--- src/rtl/demux16to1_deser.sv ---
// Serial-to-parallel capture of a 16:1 mux stream into four nibbles.
// Optional even-parity bit after the data: define DEMUX16_PARITY_EN.
module demux16to1_deser #(
  parameter bit MSB_FIRST = 1'b0
) (
  input  logic       clk,
  input  logic       rst,
  input  logic       din,
  input  logic       start,
  input  logic       abort,
  output logic [3:0] a,
  output logic [3:0] b,
  output logic [3:0] c,
  output logic [3:0] d,
  output logic [3:0] sel,
  output logic       busy,
  output logic       valid,
  output logic       parity_err
);

  typedef enum logic [1:0] {
    IDLE,
    SHIFT,
    PAR,
    DONE
  } state_t;

  localparam logic [3:0] SEL_FIRST = MSB_FIRST ? 4'd15 : 4'd0;
  localparam logic [3:0] SEL_LAST  = MSB_FIRST ? 4'd0  : 4'd15;
  localparam logic [3:0] SEL_STEP  = MSB_FIRST ? 4'hf  : 4'd1;

  state_t      state;
  state_t      state_n;
  logic [15:0] shadow;
`ifdef DEMUX16_PARITY_EN
  logic        pbit;
`endif

  always_comb begin
    state_n = state;
    unique case (state)
      IDLE: begin
        if (start && !abort)
          state_n = SHIFT;
      end
      SHIFT: begin
        if (abort)
          state_n = IDLE;
        else if (sel == SEL_LAST)
`ifdef DEMUX16_PARITY_EN
          state_n = PAR;
`else
          state_n = DONE;
`endif
      end
      PAR: begin
        state_n = abort ? IDLE : DONE;
      end
      DONE: begin
        state_n = IDLE;
      end
      default: state_n = IDLE;
    endcase
  end

  assign busy = (state == SHIFT) || (state == PAR);

  always_ff @(posedge clk or posedge rst) begin
    if (rst) begin
      state      <= IDLE;
      shadow     <= '0;
      sel        <= '0;
      a          <= '0;
      b          <= '0;
      c          <= '0;
      d          <= '0;
      valid      <= 1'b0;
      parity_err <= 1'b0;
`ifdef DEMUX16_PARITY_EN
      pbit       <= 1'b0;
`endif
    end else begin
      state <= state_n;
      valid <= 1'b0;
      if (state == IDLE && state_n == SHIFT)
        sel <= SEL_FIRST;
      // an aborted cycle neither captures nor advances sel
      if (state == SHIFT && !abort) begin
        shadow[sel] <= din;
        sel         <= sel + SEL_STEP;
      end
`ifdef DEMUX16_PARITY_EN
      if (state == PAR && !abort)
        pbit <= din;
`endif
      if (state == DONE) begin
        a     <= shadow[3:0];
        b     <= shadow[7:4];
        c     <= shadow[11:8];
        d     <= shadow[15:12];
        valid <= 1'b1;
`ifdef DEMUX16_PARITY_EN
        parity_err <= ^shadow ^ pbit;
`endif
      end
    end
  end

endmodule

--- config.mk ---
export PLATFORM = sky130hd
export DESIGN_NAME = demux16to1_deser
export DESIGN_NICKNAME = d
export VERILOG_FILES = /design/src/rtl/demux16to1_deser.sv
export SDC_FILE = /design/constraint.sdc
export NUM_CORES = 1
export LEC_CHECK = 0
export BUFFER_PORTS_ARGS = -buffer_cell sky130_fd_sc_hd__buf_2
export CORE_ASPECT_RATIO = 0.75
export CORE_UTILIZATION = 55
export CTS_CLUSTER_DIAMETER = 50
export DETAILED_ROUTE_END_ITERATION = 10
export MAX_ROUTING_LAYER = met4
export PLACE_DENSITY = 0.78
export SLEW_MARGIN = 30
export SYNTH_ARGS = -nofsm -noshare
export SYNTH_HDL_FRONTEND = slang
export SYNTH_SLANG_ARGS = --single-unit
--- constraint.sdc ---
create_clock -name clk -period 2.4 [get_ports clk]
set_input_delay 0.48 -clock clk [delete_from_list [all_inputs] [get_ports clk]]
set_output_delay 0.48 -clock clk [all_outputs]
set_load 0.005 [all_outputs]
After elaboration in Yosys (flattened, before gate mapping). Index checks and enable logic that the tools add are counted.

Flip-flop bits (word level): 39. Bits of input ports: 5. Output and inout port bits: 23. Word-level logic and storage cells: 35.

Add/sub/neg operators: 1. $lt $le $gt $ge: 2. Equality and inequality tests: 5. Multiplexer cells: 11. Reduce and logical (&&, ||, !) cells: 8.

Operator list (count): $bwmux W16 (1); $mux W2 (4); $mux W4 (2); $pmux W2 S4 (1); $lt A4 B5 Y1 const B (1); $add A4 B1 Y4 const B (1); $demux W1 S4 (1); $eq A2 B1 Y1 const B (2); $eq A2 B2 Y1 const B (2); $eq A4 B4 Y1 const B (1); $ge A4 B1 Y1 const B (1); $logic_and A1 B1 Y1 (4); $logic_not A2 Y1 (1); $mux W1 (2); $reduce_bool A2 Y1 (1); $logic_not A1 Y1 (1); $logic_or A1 B1 Y1 (1).

Depth between registers and ports, before layout. Gate-level depths: netlist (run 1).

Depth after elaboration: 8. Mapped depth: 7. Mapped depth without buffers: 5.

Least setup slack after synthesis (run 1). OpenSTA, ideal clock, no wires.

Kind: register to register. Start point: register state[1]. End point: register shadow[12]. Library setup time: 0.127 ns. Data arrival time: 1.456 ns. Required time: 2.273 ns. Path slack: 0.816 ns. Stages on the path, launching flop included: 8. Buffers on the path: 2. Period minus slack after synthesis: 1.584 ns. Cells stage by stage: dfrtp_1 > inv_1 > ha_1 > buf_4 > and2b_1 > buf_6 > nand4_1 > mux2_1.

Word-level cells in the longest chain between the ends: 2.

RTL lines: start, declared (RTL line 32) `state_t state;`; start signal, assigned (RTL line 83) `state <= state_n;`; $eq A2 B1 Y1 (RTL line 88) `if (state == SHIFT && !abort) begin`; $logic_and A1 B1 Y1 (RTL line 88); end signal, assigned by index (RTL line 89) `shadow[sel] <= din;`; end, declared (RTL line 34) `logic [15:0] shadow;`.

No other way between the ends. A chain may end at the register's enable or synchronous reset.

Final worst setup path (run 1).
Start point: register state[1]. End point: register shadow[13].

The elaborated chain is that of the path after synthesis.

==> flow_summary.ini, run 1 <==
[synth]
synthDominantCellAreaShare = 0.5383
synthesis.yosys.warnings = 1
synthesized_cell_area_um2 = 1813
syn_nets = 161
synth_top_area_cell = sky130_fd_sc_hd__dfrtp_1
synth.lib_cells_used.distinct = 29
ys_ff_latch = 39
synth.yosys.seq_area_share = 0.5383
netlist_instances = 148
avgSynthCellArea_um2 = 12.25
synth.area.top_cells = sky130_fd_sc_hd__dfrtp_1 (54%), sky130_fd_sc_hd__mux2_2 (18%), sky130_fd_sc_hd__ha_1 (5.5%)

[clock_network]
tritoncts.num_buffers = 5
post_cts_buffers = 0
cts_max_level = 2
clkTransAtPathRegs_ns = 0.07
cts.path.max_buffers = 2
number_of_gates_resized_after_cts = 0
post_cts_hold_buffer_count = 0
insertion_delay_of_the_later_clocked_pin_in_the_worst_skew_pair_ns = 0.28
tritoncts = done
cts_sinks = 39
root_buffer = sky130_fd_sc_hd__clkbuf_8

[worst_setup_path]
crit_type = flop to flop
crit_path_top_delay_cell = sky130_fd_sc_hd__dfrtp_1
crit_arrival_ns = 2.02
cp_cell_sequence = inv_1 -> ha_1 -> and2b_1 -> nand4_1 -> mux2_1
timing.critical_path.fanout_max = 10
timing.critical_path.required_ns = 2.57
worst_path_largest_cell_delay_ns = 0.44
worst_setup_path_start_kind = flop
critPathCaptureType = flop

[layout]
final.fill_count = 250
post_route_cells_drive_above_1_share = 0.3714
antenna-diode-count = 0
core_occupancy_in_the_finished_layout = 0.6693
flow.area_growth_from_synthesis_pct = 12.28
final_cell_mix = sky130_fd_sc_hd__dfrtp_1 (39), sky130_fd_sc_hd__mux2_2 (29), sky130_fd_sc_hd__buf_2 (26)
layout_commonest_cell = sky130_fd_sc_hd__dfrtp_1
final_stage_net_count = 187

[floorplan]
fp.dieArea_um2 = 3532
chipWidth_um = 68.30
initial_utilization = 0.5961
fp.dieH_um = 51.72
design.core.area_um2 = 3042
pin_count = 28
fp-row-count = 17

[placement]
globalplace.congestion = 0.8200
dpl.hpwl_mm = 2.255
port_buffers = 26

[global_routing]
grt_pass1_vias = 1153
grt_first_pass_wirelength_mm = 5.278
grt_use_total = 0.2128
number_of_antenna_violations_at_the_first_check_in_global_routing = 0
grt_start_max_net_pins = 40
globalRoute.totalOverflow = 0

[detailed_routing]
wl_mm = 3.133
avgViaCountPerCell = 5.469
routed-via-count = 1165
antenna_nets_post_route = 0
routed_wirelength_normalized_by_instance_count_um = 14.71
drt_iter0_drc = 50
detail_route.drc_violations = 0
firstDrtPassIters = 4

[status]
run_status = completed

[sta]
timing.fmax_mhz = 538.8
finalCriticalPeriod_ns = 1.856
timing.final.setup_violations = 0
total_negative_slack_for_setup_checks_ns = 0
final-hold-violation-count = 0
rsz_0062_raised_after_global_routing = no
timing.clock.skew_ns = 0.004272
post-route-period-util = 0.7734
slew_limit_fails = 0
worst_hold_slack_ns = 0.2942

[power_and_ir_drop]
power_density_nw_per_um2 = 674.9
total_leakage_power_nw = 1.049
peakVddDrop_mv = 0.3922

[min_path]
min-delay-path-class = input pin to asynchronous set/reset pin

[run]
maxCapViolations = 0
-- kinds of logic after synthesis --
kind of cell | count (synthesis) | synth area share
AND/OR/NAND/NOR | 38 | 0.1097
XOR/XNOR | 1 | 0.004832
other | 1 | 0.002068
adder cells (fa/ha/maj) | 8 | 0.05521
buffers and inverters | 16 | 0.04485
AO/OA/AOI/OAI | 12 | 0.04072
flip-flops | 39 | 0.5383
multiplexers | 33 | 0.2043
-- worst max-delay path, delay by kind of cell, from the launching register on --
family | cells | cell delay, ns
AND/OR/NAND/NOR | 2 | 0.53
flip-flops | 1 | 0.44
adder cells (fa/ha/maj) | 1 | 0.31
multiplexers | 1 | 0.35
buffers and inverters | 1 | 0.11
-- state kept, by name, indices dropped and copies added, names as in the netlist --
name    count
b           4
d           4
sel         4
shadow     16
c           4
state       2
a           4
valid       1
-- metal layers --
metal	part of all wire	routed length, um	vias up	global-route usage
met5	0	0	-	-
met4	0.012	38	0	0.07986
met3	0.046	143	4	0.06140
met2	0.45	1411	35	0.2974
met1	0.49	1540	569	0.2923
li1	-	-	557	-
-- cell type report --
type                            instances  area, um2  share of cell area
Sequential cell                        39      975.9              0.4794
Multi-Input combinational cell         93      755.7              0.3712
Timing Repair Buffer                   28      145.1             0.07130
Clock buffer                            6      72.57             0.03565
Tap cell                               38      47.55             0.02336
Inverter                                7      26.28             0.01291
Clock inverter                          2      12.51            0.006146
-- cells in the mapped netlist (all sizes together) --
| cell type | number |
|---|---|
| a31oi | 1 |
| clkbuf | 2 |
| inv | 7 |
| and2b | 1 |
| a22o | 1 |
| a21oi | 2 |
| mux2 | 32 |
| nand2 | 4 |
| ha | 8 |
| mux2i | 1 |
| o22ai | 2 |
| xnor2 | 1 |
| or2 | 1 |
| nand3b | 4 |
| dfrtp | 39 |
| a32oi | 1 |
| conb | 1 |
| nand3 | 7 |
| or2b | 1 |
| nand2b | 6 |
| a211oi | 1 |
| nor2 | 11 |
| nand4 | 3 |
| buf | 7 |
| o21ai | 4 |
-- power breakdown --
part	switching [mW]	internal [mW]	total (mW)
clock	0.213	0.203	0.416
combinational	0.130	0.0914	0.221
sequential	0.0405	0.696	0.737
total	0.384	0.990	1.37
-- stage by stage --
step	setup WS [ns]	cell area [um2]	power, mW	std cells
3_3_place_gp	0.6999	1951	0.9510	205
2_1_floorplan	0.8162	1813	0.9059	148
3_5_place_dp	0.5692	1951	0.9680	205
4_1_cts	0.5488	2036	1.392	213
6_report	0.5439	2036	1.374	213
5_1_grt	0.3961	2036	1.450	213
-- final timing paths --
check / from / end / slack [ns] / depth (start not counted)
worst max-delay path: state[1] / shadow[13] / 0.54 / 5
worst min-delay path: rst / b[2] / 0.29 / 3
worst max register to register: state[1] / shadow[13] / 0.54 / 5
worst min register to register: shadow[9] / shadow[9] / 0.50 / 1
max in group asynchronous: rst / d[0] / 1.78 / 3
min in group clk: shadow[9] / shadow[9] / 0.50 / 1
(Power assumes the default switching activity.)
==> run 2: changes to the inputs <==
--- a/config.mk
+++ b/config.mk
@@ -7,11 +7,11 @@
 export LEC_CHECK = 0
 export BUFFER_PORTS_ARGS = -buffer_cell sky130_fd_sc_hd__buf_2
 export CORE_ASPECT_RATIO = 0.75
-export CORE_UTILIZATION = 55
+export CORE_UTILIZATION = 50
 export CTS_CLUSTER_DIAMETER = 50
 export DETAILED_ROUTE_END_ITERATION = 10
 export MAX_ROUTING_LAYER = met4
-export PLACE_DENSITY = 0.78
+export PLACE_DENSITY = 0.74
 export SLEW_MARGIN = 30
 export SYNTH_ARGS = -nofsm -noshare
 export SYNTH_HDL_FRONTEND = slang
==> constraint.sdc (replaced) <==
create_clock -name clk -period 1.7 [get_ports clk]
set_input_delay 0.34 -clock clk [delete_from_list [all_inputs] [get_ports clk]]
set_output_delay 0.34 -clock clk [all_outputs]
set_load 0.005 [all_outputs]
==> flow_summary.ini, run 2 (synthesized netlist as in run 1, its figures left out) <==
[status]
run_status = completed

[clock_network]
tritoncts.num_buffers = 5
post_cts_buffers = 0
number_of_gates_resized_after_cts = 1
tritoncts = done
insertion_delay_of_the_later_clocked_pin_in_the_worst_skew_pair_ns = 0.29
cts_sinks = 39
clkTransAtPathRegs_ns = 0.08
post_cts_hold_buffer_count = 0
cts_max_level = 2
root_buffer = sky130_fd_sc_hd__clkbuf_8
cts.path.max_buffers = 2

[sta]
worst_hold_slack_ns = 0.1486
timing.clock.skew_ns = 0.008359
timing.fmax_mhz = 607.5
post-route-period-util = 0.9682
post-route-worst-setup-slack_ns = 0.05404
rsz_0062_raised_after_global_routing = no
finalCriticalPeriod_ns = 1.646
total_negative_slack_for_setup_checks_ns = 0
timing.final.setup_violations = 0
slew_limit_fails = 0
final-hold-violation-count = 0

[layout]
multiInputGateArea_um2 = 759.5
ff_latch_area_um2 = 975.9
stdcell_count = 218
layout_commonest_cell = sky130_fd_sc_hd__dfrtp_1
final_cell_mix = sky130_fd_sc_hd__dfrtp_1 (39), sky130_fd_sc_hd__mux2_2 (29), sky130_fd_sc_hd__buf_2 (26)
final_stage_net_count = 190
max_ffs_per_register = 16
top_register = shadow
post_route_cells_drive_above_1_share = 0.3933
antenna-diode-count = 0
flow.area_growth_from_synthesis_pct = 14.70
final.fill_count = 273

[detailed_routing]
wl_mm = 3.355
firstDrtPassIters = 4
detail_route.drc_violations = 0
drt_iter0_drc = 77
routed-via-count = 1210
routed_wirelength_normalized_by_instance_count_um = 15.39
avgViaCountPerCell = 5.550
antenna_nets_post_route = 0

[floorplan]
chipWidth_um = 71.53
initial_utilization = 0.5367
fp.dieH_um = 54.15
fp.dieArea_um2 = 3873
pin_count = 28
design.core.area_um2 = 3378
fp-row-count = 18

[power_and_ir_drop]
power_density_nw_per_um2 = 981.4
total_leakage_power_nw = 1.074
peakVddDrop_mv = 0.5546
total_power_mw = 2.041

[worst_setup_path]
critPathCaptureType = primary output
worst_setup_path_start_kind = flop
timing.critical_path.required_ns = 1.36
worst_path_largest_cell_delay_ns = 0.46
crit_arrival_ns = 1.31
timing.critical_path.fanout_max = 6
cp_cell_sequence = inv_1 -> ha_1 -> buf_2
crit_type = flop to primary output
crit_path_top_delay_cell = sky130_fd_sc_hd__dfrtp_1

[global_routing]
grt_use_total = 0.2049
number_of_antenna_violations_at_the_first_check_in_global_routing = 0
grt_pass1_vias = 1161
globalRoute.totalOverflow = 0
grt_start_max_net_pins = 40
grt_first_pass_wirelength_mm = 5.492

[placement]
post-place-ws_ns = 0.001923
dpl.hpwl_mm = 2.415
globalplace.congestion = 0.9106
placed_cells_incl_taps = 210
port_buffers = 26

[min_path]
min-delay-path-class = input pin to asynchronous set/reset pin

[run]
maxCapViolations = 0
run 2: cell count changes in the layout (fill, tap and decap cells not counted), sizes merged:
cell	delta
buf	+3
clkbuf	+2
clkinv	-1
clkinvlp	-1
run 2: cell type report:
class | instances | area share
repair buffers | 31 | 0.08063
flip-flops and latches | 39 | 0.4693
well taps | 40 | 0.02407
inverters | 7 | 0.01264
clock buffers | 8 | 0.04813
multi-input cells | 93 | 0.3652
run 2: where the power goes:
group	internal, mW	switching, mW
logic	0.138	0.190
clock network	0.370	0.306
registers	0.983	0.0534
run 2: layer usage:
metal / GRT usage / routed length, um
met1: 0.2399 / 1514
met2: 0.3254 / 1552
met3: 0.05805 / 186
met4: 0.1176 / 101
met5: - / 0
run 2: metrics by stage:
step | area, um2 | utilization
5_1_grt | 2079 | 0.6156
6_report | 2079 | 0.6156
3_5_place_dp | 1976 | 0.5848
3_3_place_gp | 1976 | 0.5848
2_1_floorplan | 1813 | -
4_1_cts | 2077 | 0.6148
run 2: path summary, 6_finish.rpt:
check | from | endpoint | slack (ns) | cells past startpoint
max in group asynchronous | rst | shadow[2] | 1.22 | 3
worst min-delay path | rst | b[3] | 0.15 | 3
worst max-delay path | state[0] | busy | 0.05 | 3
min in group clk | start | state[1] | 0.44 | 4
worst min register to register | shadow[14] | shadow[14] | 0.50 | 1
worst max register to register | state[0] | shadow[7] | 0.08 | 5
run 2: worst max-delay path, delay by kind of cell, from the launching register on:
family / cells / cell delay (ns)
flip-flops: 1 / 0.46
buffers and inverters: 2 / 0.25
adder cells (fa/ha/maj): 1 / 0.31
